--- config.mk ---
export PLATFORM = sky130hd
export DESIGN_NAME = hdmi_capture
export DESIGN_NICKNAME = d
export VERILOG_FILES = /design/src/rtl/hdmi_capture.sv
export SDC_FILE = /design/constraint.sdc
export NUM_CORES = 1
export LEC_CHECK = 0
export CORE_AREA = 8 8 156 158
export CTS_CLUSTER_SIZE = 30
export DETAILED_ROUTE_END_ITERATION = 10
export DIE_AREA = 0 0 164 166
export DONT_BUFFER_PORTS = 1
export GPL_TIMING_DRIVEN = 1
export SLEW_MARGIN = 10
export SYNTH_ARGS = -nofsm -noshare
export SYNTH_HDL_FRONTEND = slang
export SYNTH_SLANG_ARGS = --single-unit
--- constraint.sdc ---
create_clock -name clock25mhz -period 8.92 [get_ports clock25mhz]
set_clock_uncertainty 0.2 [all_clocks]
set_input_delay 0.892 -clock clock25mhz [delete_from_list [all_inputs] [get_ports clock25mhz]]
set_output_delay 0.892 -clock clock25mhz [all_outputs]
set_load 0.05 [all_outputs]
--- src/rtl/hdmi_capture.sv ---
// hdmi_capture: checks DE/HS/VS frame geometry and decimates a centred window into a framebuffer write stream.
// Build option CAPTURE_LOCK_GATE_EN: when defined, writes are suppressed while locked is low.
//
// state | meaning
// IDLE  | waiting for the first VS after reset; DE and data ignored
// FRAME | counting lines/pixels, capturing the window, checking geometry
module hdmi_capture #(
    parameter int WIDTH       = 160,
    parameter int HEIGHT      = 144,
    parameter int XDIV        = 3,
    parameter int YDIV        = 3,
    parameter int XSTART      = 80,
    parameter int YSTART      = 24,
    parameter int HSIZE       = 640,
    parameter int VSIZE       = 480,
    parameter int SYNC_POL    = 0,
    parameter int LOCK_FRAMES = 2
) (
    input  logic        clock25mhz,
    input  logic        resetn,
    input  logic [23:0] HDMI_RX_D,
    input  logic        HDMI_RX_DE,
    input  logic        HDMI_RX_HS,
    input  logic        HDMI_RX_VS,
    output logic        we,
    output logic [11:0] x,
    output logic [11:0] y,
    output logic [7:0]  r,
    output logic [7:0]  g,
    output logic [7:0]  b,
    output logic        frame_done,
    output logic        frame_ok,
    output logic        locked
);

    localparam logic        SYNC_ACT = (SYNC_POL != 0);
    localparam logic [11:0] X_LO     = 12'(XSTART);
    localparam logic [11:0] X_HI     = 12'(XSTART + XDIV * WIDTH);
    localparam logic [11:0] Y_LO     = 12'(YSTART);
    localparam logic [11:0] Y_HI     = 12'(YSTART + YDIV * HEIGHT);
    localparam logic [11:0] H_REQ    = 12'(HSIZE);
    localparam logic [11:0] V_REQ    = 12'(VSIZE);
    localparam logic [11:0] XC_LAST  = 12'(XDIV - 1);
    localparam logic [11:0] YC_LAST  = 12'(YDIV - 1);
    localparam logic [11:0] COL_LAST = 12'(WIDTH - 1);
    localparam logic [11:0] ROW_LAST = 12'(HEIGHT - 1);
    localparam logic [11:0] SAT      = 12'hfff;
    localparam int          GW       = $clog2(LOCK_FRAMES + 1);
    localparam logic [GW-1:0] G_MAX  = GW'(LOCK_FRAMES);
    localparam logic [GW-1:0] G_ONE  = GW'(1);

    typedef enum logic {IDLE, FRAME} state_t;
    state_t state_q, state_d;

    logic [23:0] d0;
    logic        de0, hs0, vs0, de1, hs1, vs1;
    logic        vs_start, hs_start, line_end, active, in_win, fire, frame_end;
    logic        frame_ok_d, locked_d, locked_nxt, we_d;
    logic [11:0] hpix, vline, xcnt, ycnt, col, row;
    logic [11:0] hpix_cur, vline_cur, xcnt_cur, ycnt_cur, col_cur, row_cur;
    logic [11:0] hpix_d, vline_d, xcnt_d, ycnt_d, col_d, row_d;
    logic        line_err, line_err_d;
    logic [GW-1:0] good_cnt, good_d;

    assign vs_start = (vs0 == SYNC_ACT) && (vs1 != SYNC_ACT);
    assign hs_start = (hs0 == SYNC_ACT) && (hs1 != SYNC_ACT);

    always_comb begin : fsm_next
        state_d   = state_q;
        frame_end = 1'b0;
        case (state_q)
            IDLE:    if (vs_start) state_d = FRAME;
            FRAME:   frame_end = vs_start;
            default: state_d = IDLE;
        endcase
    end

    // A vs_start sample belongs to the new frame, so it sees all per-frame counters as zero.
    assign active    = (state_q == FRAME) || vs_start;
    assign line_end  = (state_q == FRAME) && !vs_start && de1 && !de0;
    assign hpix_cur  = vs_start ? 12'd0 : hpix;
    assign vline_cur = vs_start ? 12'd0 : vline;
    assign xcnt_cur  = vs_start ? 12'd0 : xcnt;
    assign ycnt_cur  = vs_start ? 12'd0 : ycnt;
    assign col_cur   = vs_start ? 12'd0 : col;
    assign row_cur   = vs_start ? 12'd0 : row;

    assign in_win = active && de0
                    && (hpix_cur >= X_LO) && (hpix_cur < X_HI)
                    && (vline_cur >= Y_LO) && (vline_cur < Y_HI);
    assign fire   = in_win && (xcnt_cur == 12'd0) && (ycnt_cur == 12'd0);

    always_comb begin : counters_next
        hpix_d     = hpix;
        vline_d    = vline;
        xcnt_d     = xcnt;
        ycnt_d     = ycnt;
        col_d      = col;
        row_d      = row;
        line_err_d = line_err;
        if (active) begin
            hpix_d     = hpix_cur;
            vline_d    = vline_cur;
            xcnt_d     = xcnt_cur;
            ycnt_d     = ycnt_cur;
            col_d      = col_cur;
            row_d      = row_cur;
            line_err_d = vs_start ? 1'b0 : line_err;
            if (de0 && hpix_cur != SAT)
                hpix_d = hpix_cur + 12'd1;
            if (in_win) begin
                if (xcnt_cur == XC_LAST) begin
                    xcnt_d = 12'd0;
                    col_d  = (col_cur == COL_LAST) ? 12'd0 : col_cur + 12'd1;
                end else begin
                    xcnt_d = xcnt_cur + 12'd1;
                end
            end
            if (line_end) begin
                if (hpix != H_REQ)
                    line_err_d = 1'b1;
                if (vline != SAT)
                    vline_d = vline + 12'd1;
                hpix_d = 12'd0;
                xcnt_d = 12'd0;
                col_d  = 12'd0;
                if (vline >= Y_LO && vline < Y_HI) begin
                    if (ycnt == YC_LAST) begin
                        ycnt_d = 12'd0;
                        row_d  = (row == ROW_LAST) ? 12'd0 : row + 12'd1;
                    end else begin
                        ycnt_d = ycnt + 12'd1;
                    end
                end
            end
            // HS in blanking re-aligns the horizontal sub-counters even if a DE fall was missed.
            if (hs_start && !de0) begin
                xcnt_d = 12'd0;
                col_d  = 12'd0;
            end
        end
    end

    always_comb begin : lock_next
        frame_ok_d = (vline == V_REQ) && !line_err;
        if (!frame_ok_d)
            good_d = '0;
        else if (good_cnt == G_MAX)
            good_d = good_cnt;
        else
            good_d = good_cnt + G_ONE;
        locked_d   = (good_d == G_MAX);
        locked_nxt = frame_end ? locked_d : locked;
`ifdef CAPTURE_LOCK_GATE_EN
        we_d = fire && locked_nxt;
`else
        we_d = fire;
`endif
    end

    always_ff @(posedge clock25mhz) begin
        if (!resetn) begin
            d0         <= '0;
            de0        <= 1'b0;
            hs0        <= ~SYNC_ACT;
            vs0        <= ~SYNC_ACT;
            de1        <= 1'b0;
            hs1        <= ~SYNC_ACT;
            vs1        <= ~SYNC_ACT;
            state_q    <= IDLE;
            hpix       <= '0;
            vline      <= '0;
            xcnt       <= '0;
            ycnt       <= '0;
            col        <= '0;
            row        <= '0;
            line_err   <= 1'b0;
            good_cnt   <= '0;
            we         <= 1'b0;
            x          <= '0;
            y          <= '0;
            r          <= '0;
            g          <= '0;
            b          <= '0;
            frame_done <= 1'b0;
            frame_ok   <= 1'b0;
            locked     <= 1'b0;
        end else begin
            d0         <= HDMI_RX_D;
            de0        <= HDMI_RX_DE;
            hs0        <= HDMI_RX_HS;
            vs0        <= HDMI_RX_VS;
            de1        <= de0;
            hs1        <= hs0;
            vs1        <= vs0;
            state_q    <= state_d;
            hpix       <= hpix_d;
            vline      <= vline_d;
            xcnt       <= xcnt_d;
            ycnt       <= ycnt_d;
            col        <= col_d;
            row        <= row_d;
            line_err   <= line_err_d;
            frame_done <= frame_end;
            we         <= we_d;
            if (frame_end) begin
                frame_ok <= frame_ok_d;
                good_cnt <= good_d;
                locked   <= locked_d;
            end
            if (we_d) begin
                x <= col_cur;
                y <= row_cur;
                r <= d0[23:16];
                g <= d0[15:8];
                b <= d0[7:0];
            end
        end
    end

endmodule

* Word level (Yosys, flattened, before mapping) *
Cells that the tools add are included.

word-level totals
  output and inout bits = 52
  bits in registers = 158
  logic and storage cells = 106
  input port bits = 29

cells by class
  reduce and logical (&&, ||, !) cells = 22
  eq/ne operators = 10
  muxes and demuxes = 34
  add/sub/neg operators = 7
  bitwise operators = 2
  $lt $le $gt $ge = 6

operator list
  cell                                                      number
  two-way mux 12 bit                                        26
  adder 12 x 1 -> 12 bit (second input constant)            6
  == test 12 x 2 -> 1 bit (second input constant)           2
  == test 12 x 8 -> 1 bit (second input constant)           2
  >= comparator 12 x 5 -> 1 bit (second input constant)     2
  logical NOT 12 bit                                        2
  < comparator 12 x 9 -> 1 bit (second input constant)      2
  inequality test 12 bit (second input constant)            2
  logical AND 1 bit                                         16
  == test 12 x 9 -> 1 bit (second input constant)           1
  >= comparator 12 x 7 -> 1 bit (second input constant)     1
  < comparator 12 x 10 -> 1 bit (second input constant)     1
  inequality test 12 x 10 -> 1 bit (second input constant)  1
  two-way mux 1 bit                                         6
  == test 2 bit (second input constant)                     2
  two-way mux 2 bit                                         2
  logical NOT 1 bit                                         3
  adder 2 x 1 -> 2 bit (second input constant)              1
  NOT 1 bit                                                 2
  logical OR 1 bit                                          1

* Longest topological paths before layout *
  depth in word-level cells = 11
  depth in mapped cells = 14
  depth with buffers taken out = 10

* Worst setup path after synthesis *
No wires, ideal clock.

  path type = register to register
  start = reg vs0
  end = reg xcnt[10]
  stages on the path, launching flop included = 13
  library setup time = 0.074 ns
  period minus slack after synthesis = 3.088 ns
  required time = 8.646 ns
  setup slack = 5.832 ns
  arrival = 2.814 ns
  buffers on the path = 4
  path through = dfxtp_1 > nand2b_1 > buf_2 > buf_2 > buf_1 > buf_1 > nand2_1 > ha_1 > and3b_1 > a41oi_1 > nand4_2 > o21ba_2 > a31oi_1

on the way
  longest elaborated chain between the ends = 11
  elaborated cells between the ends (all ways) = 25
  those cells by class = add/sub (1); order compare (4); eq/ne (1); mux (7); bitwise (1); reduce/logical (11)

RTL lines
  item                                                                line    source
  from (decl)                                                         56      logic de0, hs0, vs0, de1, hs1, vs1;
  from (signal assigned)                                              166     vs0 <= ~SYNC_ACT;
  NOT 1 bit *                                                         65      assign vs_start = (vs0 == SYNC_ACT) && (vs1 != SYNC_ACT);
  logical AND 1 bit *                                                 65
  two-way mux 12 bit or logical OR 1 bit (tied branches)              81, 79
  >= comparator 12 x 7 -> 1 bit or logical AND 1 bit (tied branches)  89, 88
  logical AND 1 bit (2 in a row)                                      89      && (hpix_cur >= X_LO) && (hpix_cur < X_HI)
  logical AND 1 bit (2 in a row)                                      90      && (vline_cur >= Y_LO) && (vline_cur < Y_HI);
  two-way mux 12 bit                                                  111     if (in_win) begin
  two-way mux 12 bit                                                  119     if (line_end) begin
  two-way mux 12 bit                                                  137     if (hs_start && !de0) begin
  to (signal assigned)                                                199     xcnt <= xcnt_d;
  to (decl)                                                           59      logic [11:0] hpix, vline, xcnt, ycnt, col, row;

Mark *: on every way between the ends. The rest lies on a longest branch, timed or not.
A chain may end at the register's enable or synchronous reset.

* Final worst setup path *
  start = reg vs0
  end = reg x[4]

on the way
  longest elaborated chain between the ends = 10
  elaborated cells between the ends (all ways) = 21
  those cells by class = order compare (4); mux (5); bitwise (1); reduce/logical (11)

RTL lines
  item                                                                line    source
  NOT 1 bit *                                                         65
  logical AND 1 bit *                                                 65
  two-way mux 12 bit or logical OR 1 bit (tied branches)              81, 79
  >= comparator 12 x 7 -> 1 bit or logical AND 1 bit (tied branches)  89, 88
  logical AND 1 bit (2 in a row)                                      89
  logical AND 1 bit (2 in a row)                                      90
  logical AND 1 bit (2 in a row)                                      91      assign fire = in_win && (xcnt_cur == 12'd0) && (ycnt_cur == 12'd0);
  to (signal assigned)                                                212     x <= col_cur;
  to (decl)                                                           26      output logic [11:0] x,

Marks and branches as above.

==> impl_results.md <==
* Gpl congestion at 0.862
* CP dominant cell by count: nand3_1
* Clock latency on the worst-skew pair at 0.43 ns
* GRT Total Usage at 13.9%
* Post-synth EDFFs at 0
* DR WL/cell at 15.9 um
* Worst-Margin Slew at 0.986 ns
* WHS Endpoint: hs1
* Synthesis warning total at 0
* Largest family of logic cells by synthesized area: simple AND/OR/NAND/NOR gates
* Inserted Clock Buffers at 17
* Post-synth cell types at 79
* Synthesized flop and latch total at 158
* Post-CTS Resized at 0
* Worst Setup Slack, final at 5.56 ns
* Crit Path Class: register to register
* Starting Density at 33.9%
* Die area at 27,200 um2
* Register area share after synthesis at 42.2%
* Critical path endpoint category: register
* Starting DRT DRC Count at 449
* Final period utilization at 37.6%
* Slowest cell on the critical path: and4_4
* Main flop type after synthesis: dfxtp_1
* Worst Setup Start Kind: register
* RSZ-0062 raised after global routing: no
* Fraction of layout cells with a size suffix above 1 at 11.6%
* First-pass GRT wire length at 31.1 mm
* Max Root-Sink Buffers at 2
* Worst path top cell family by delay: simple AND/OR/NAND/NOR gates
* IO Pins at 81
* Buffers on Ports at 0
* Cts hold-fix bufs at 0
* Final non-filler cell total at 1,184
* Chip width at 164 um
* Vias per inst at 5.46
* Post-Synth XOR/XNOR Area at 1.17%
* R2r setup slk at 5.56 ns
* Via count at 6,469
* Static Leak at 0.00279 uW
* Postcts setup bufs at 0
* Critical Path, Cell by Cell: nand2b_2, nand3_1, a211oi_2, and4_4, nand3_1, a21oi_1
* Worst R2R End: x[4]
* Pre-CTS WS at 5.55 ns
* Final Cell Area at 8240 um2
* CTS H-tree depth at 4
* Status: finished, final reports clean
* Simple-Gate Fraction of Synth Area at 29.6%
* DRT Wirelength at 18.9 mm
* Total gr overflow at 0
* Met2 usage at 21.4%
* Mux share of post-synthesis cell area at 0.284%
* Synth async-reset ratio at 0%
* Initial antenna violation count at 1
* Row cnt at 55
* Setup_tns at 0 ns
* Clk sinks at 158
* GRT met1 Usage at 18.3%
* Vias in the first global route at 5,917
* Max Cap Viol at 0
* Worst path bufs/invs at 0
* Max-slew violation count at 0
* Hold Path Depth at 1
* Origin of the critical flop-to-flop path: vs0
* Met3 Resource Use GR at 3.25%
* TritonRoute pass-1 iters at 5
* Worst path required time at 9.07 ns
* CP max FO at 48
* Min-delay src: hs0
* Syn Std Cell Area at 7490 um2
* Final min period at 3.36 ns
* Chip height at 166 um
* Fmax at 298 MHz
* Layout net count at 927
* Max rail drop VDD at 111 uV
* Slowest stage delay, CP at 0.84 ns
* DP Cell Count at 1,152
* Synthesis-to-layout area growth at 10.1%
* Pwr/cell area at 184 nW/um2
* Synth Area in Compound Gates at 19.9%
* Clk root buf: clkbuf_16
* Hpwl dp at 12.9 mm
* Post-route antenna net violation count at 0
* Core Area at 22,100 um2
* Syn_area_per_cell at 8.24 um2
* Area after DPL at 7640 um2
* Slew HR at 34.1%
* Largest net degree at the start of global routing at 50
* DRC Markers at 0
* N_diodes at 0
* GR peak layer: met2
* Worst-path clk slew at 0.07 ns
* Adder-Cell Fraction of Synth Area at 2.01%
* Fin. Hold Viols at 0
* Worst EP arrival at 3.51 ns
* Setup-failing EPs final at 0
* Synth Instances at 909
* Reg2reg path depth at 6
* Synthesized net count at 950
* Hold WC Path Type: register to register
* Clock tree from TritonCTS: done
-- layout by cell type, fill, tap and decap left out, drive strengths merged, types with 3 or more instances in the layout --
cell / count
a31oi: 13
nand3: 67
clkbuf: 17
nand3b: 5
o21ai: 49
o31ai: 6
ha: 12
or2: 4
buf: 5
nand4: 18
nor2: 63
o22a: 3
o2111ai: 4
nor3: 22
nand2: 140
nor4b: 4
xnor2: 3
a41oi: 3
or4: 3
clkinv: 5
dfxtp: 158
and4: 5
xor2: 7
a32oi: 3
o21a: 5
and2: 37
clkinvlp: 3
nor2b: 5
a22oi: 3
o211ai: 4
a211o: 3
and3: 18
inv: 33
nand2b: 8
o41ai: 3
a21oi: 92
a211oi: 13
a221oi: 3
nand4b: 3
nor4: 16
-- worst max-delay path by stage --
stage	cells after the start	startpoint	slack, ns	endpoint
after floorplan	12	vs0	5.83	xcnt[10]
after global placement	6	vs0	5.61	x[10]
after detailed placement	6	vs0	5.55	y[1]
after CTS	6	vs0	5.53	y[1]
after global routing	6	vs0	5.21	y[9]
final	6	vs0	5.56	x[4]
-- cell families after synthesis --
family,Yosys count
buf+inv,74
mux,2
xor+xnor,10
simple gates,426
compound gates,227
fa+ha+maj,12
flops,158
-- sequential cells by signal (all words and copies together) (netlist names), 2 cells and up --
signal,count
xcnt,12
vline,12
hpix,12
good_cnt,2
row,12
g,8
y,12
b,8
x,12
col,12
ycnt,12
d0,24
r,8
-- final cells by class --
type,instances,area [um2]
Fill cell,2250,13800
Multi-Input combinational cell,677,3980
Sequential cell,158,3160
Clock buffer,17,425
Tap cell,285,357
Clock inverter,15,176
Inverter,27,101
Timing Repair Buffer,5,37.5
-- cell usage after synthesis (4+ instances only) --
cell / count / area, um2
nand3_1: 67 / 335
nand2_1: 120 / 450
dfxtp_1: 158 / 3160
nor4_1: 13 / 81.3
o31ai_1: 6 / 45.0
ha_1: 12 / 150
a211oi_1: 10 / 75.1
o21ai_0: 47 / 235
nor3_1: 20 / 100
nor2_1: 63 / 236
buf_4: 4 / 30.0
and2_1: 35 / 219
clkbuf_1: 21 / 78.8
nand2_2: 20 / 125
buf_2: 14 / 70.1
or2_2: 4 / 25.0
o211ai_1: 4 / 30.0
o21a_1: 5 / 37.5
a21oi_2: 20 / 175
nor2b_1: 5 / 31.3
o2111ai_1: 4 / 35.0
nand3b_1: 5 / 37.5
nand2b_1: 8 / 50.1
inv_1: 27 / 101
and4_1: 4 / 35.0
and3_1: 18 / 113
nand4_1: 16 / 100
a21oi_1: 72 / 360
buf_1: 5 / 18.8
xor2_1: 7 / 61.3
a31oi_1: 13 / 81.3
-- power by group --
part	total, uW	switching (uW)	internal [uW]	leakage [uW]
Clock	730	331	399	0.000283
Combinational	59.9	44.2	15.7	0.00122
Sequential	724	8.88	715	0.00128
-- worst register-to-register path, delay by kind of cell (launching register included) --
family,cells,cell delay (ns)
flip-flops,1,0.36
AND/OR/NAND/NOR,4,1.74
AO/OA/AOI/OAI,2,0.99
-- metrics by stage --
step	utilization, %	power [uW]	hold slack, ns
global placement	34.6	799	0.226
detailed placement	34.6	800	0.223
floorplan	-	784	0.212
finish	37.3	1510	0.236
CTS	37.3	1530	0.237
global route	37.3	1570	0.249
-- layer usage --
layer | vias up | share of wire (%) | wire length [um]
met2 | 187 | 44 | 8350
met1 | 3032 | 48 | 9000
met5 | - | 0.064 | 12
met4 | 2 | 1.9 | 351
li1 | 3218 | - | -
met3 | 30 | 6.1 | 1150
Power figures use the tool's default switching activity.
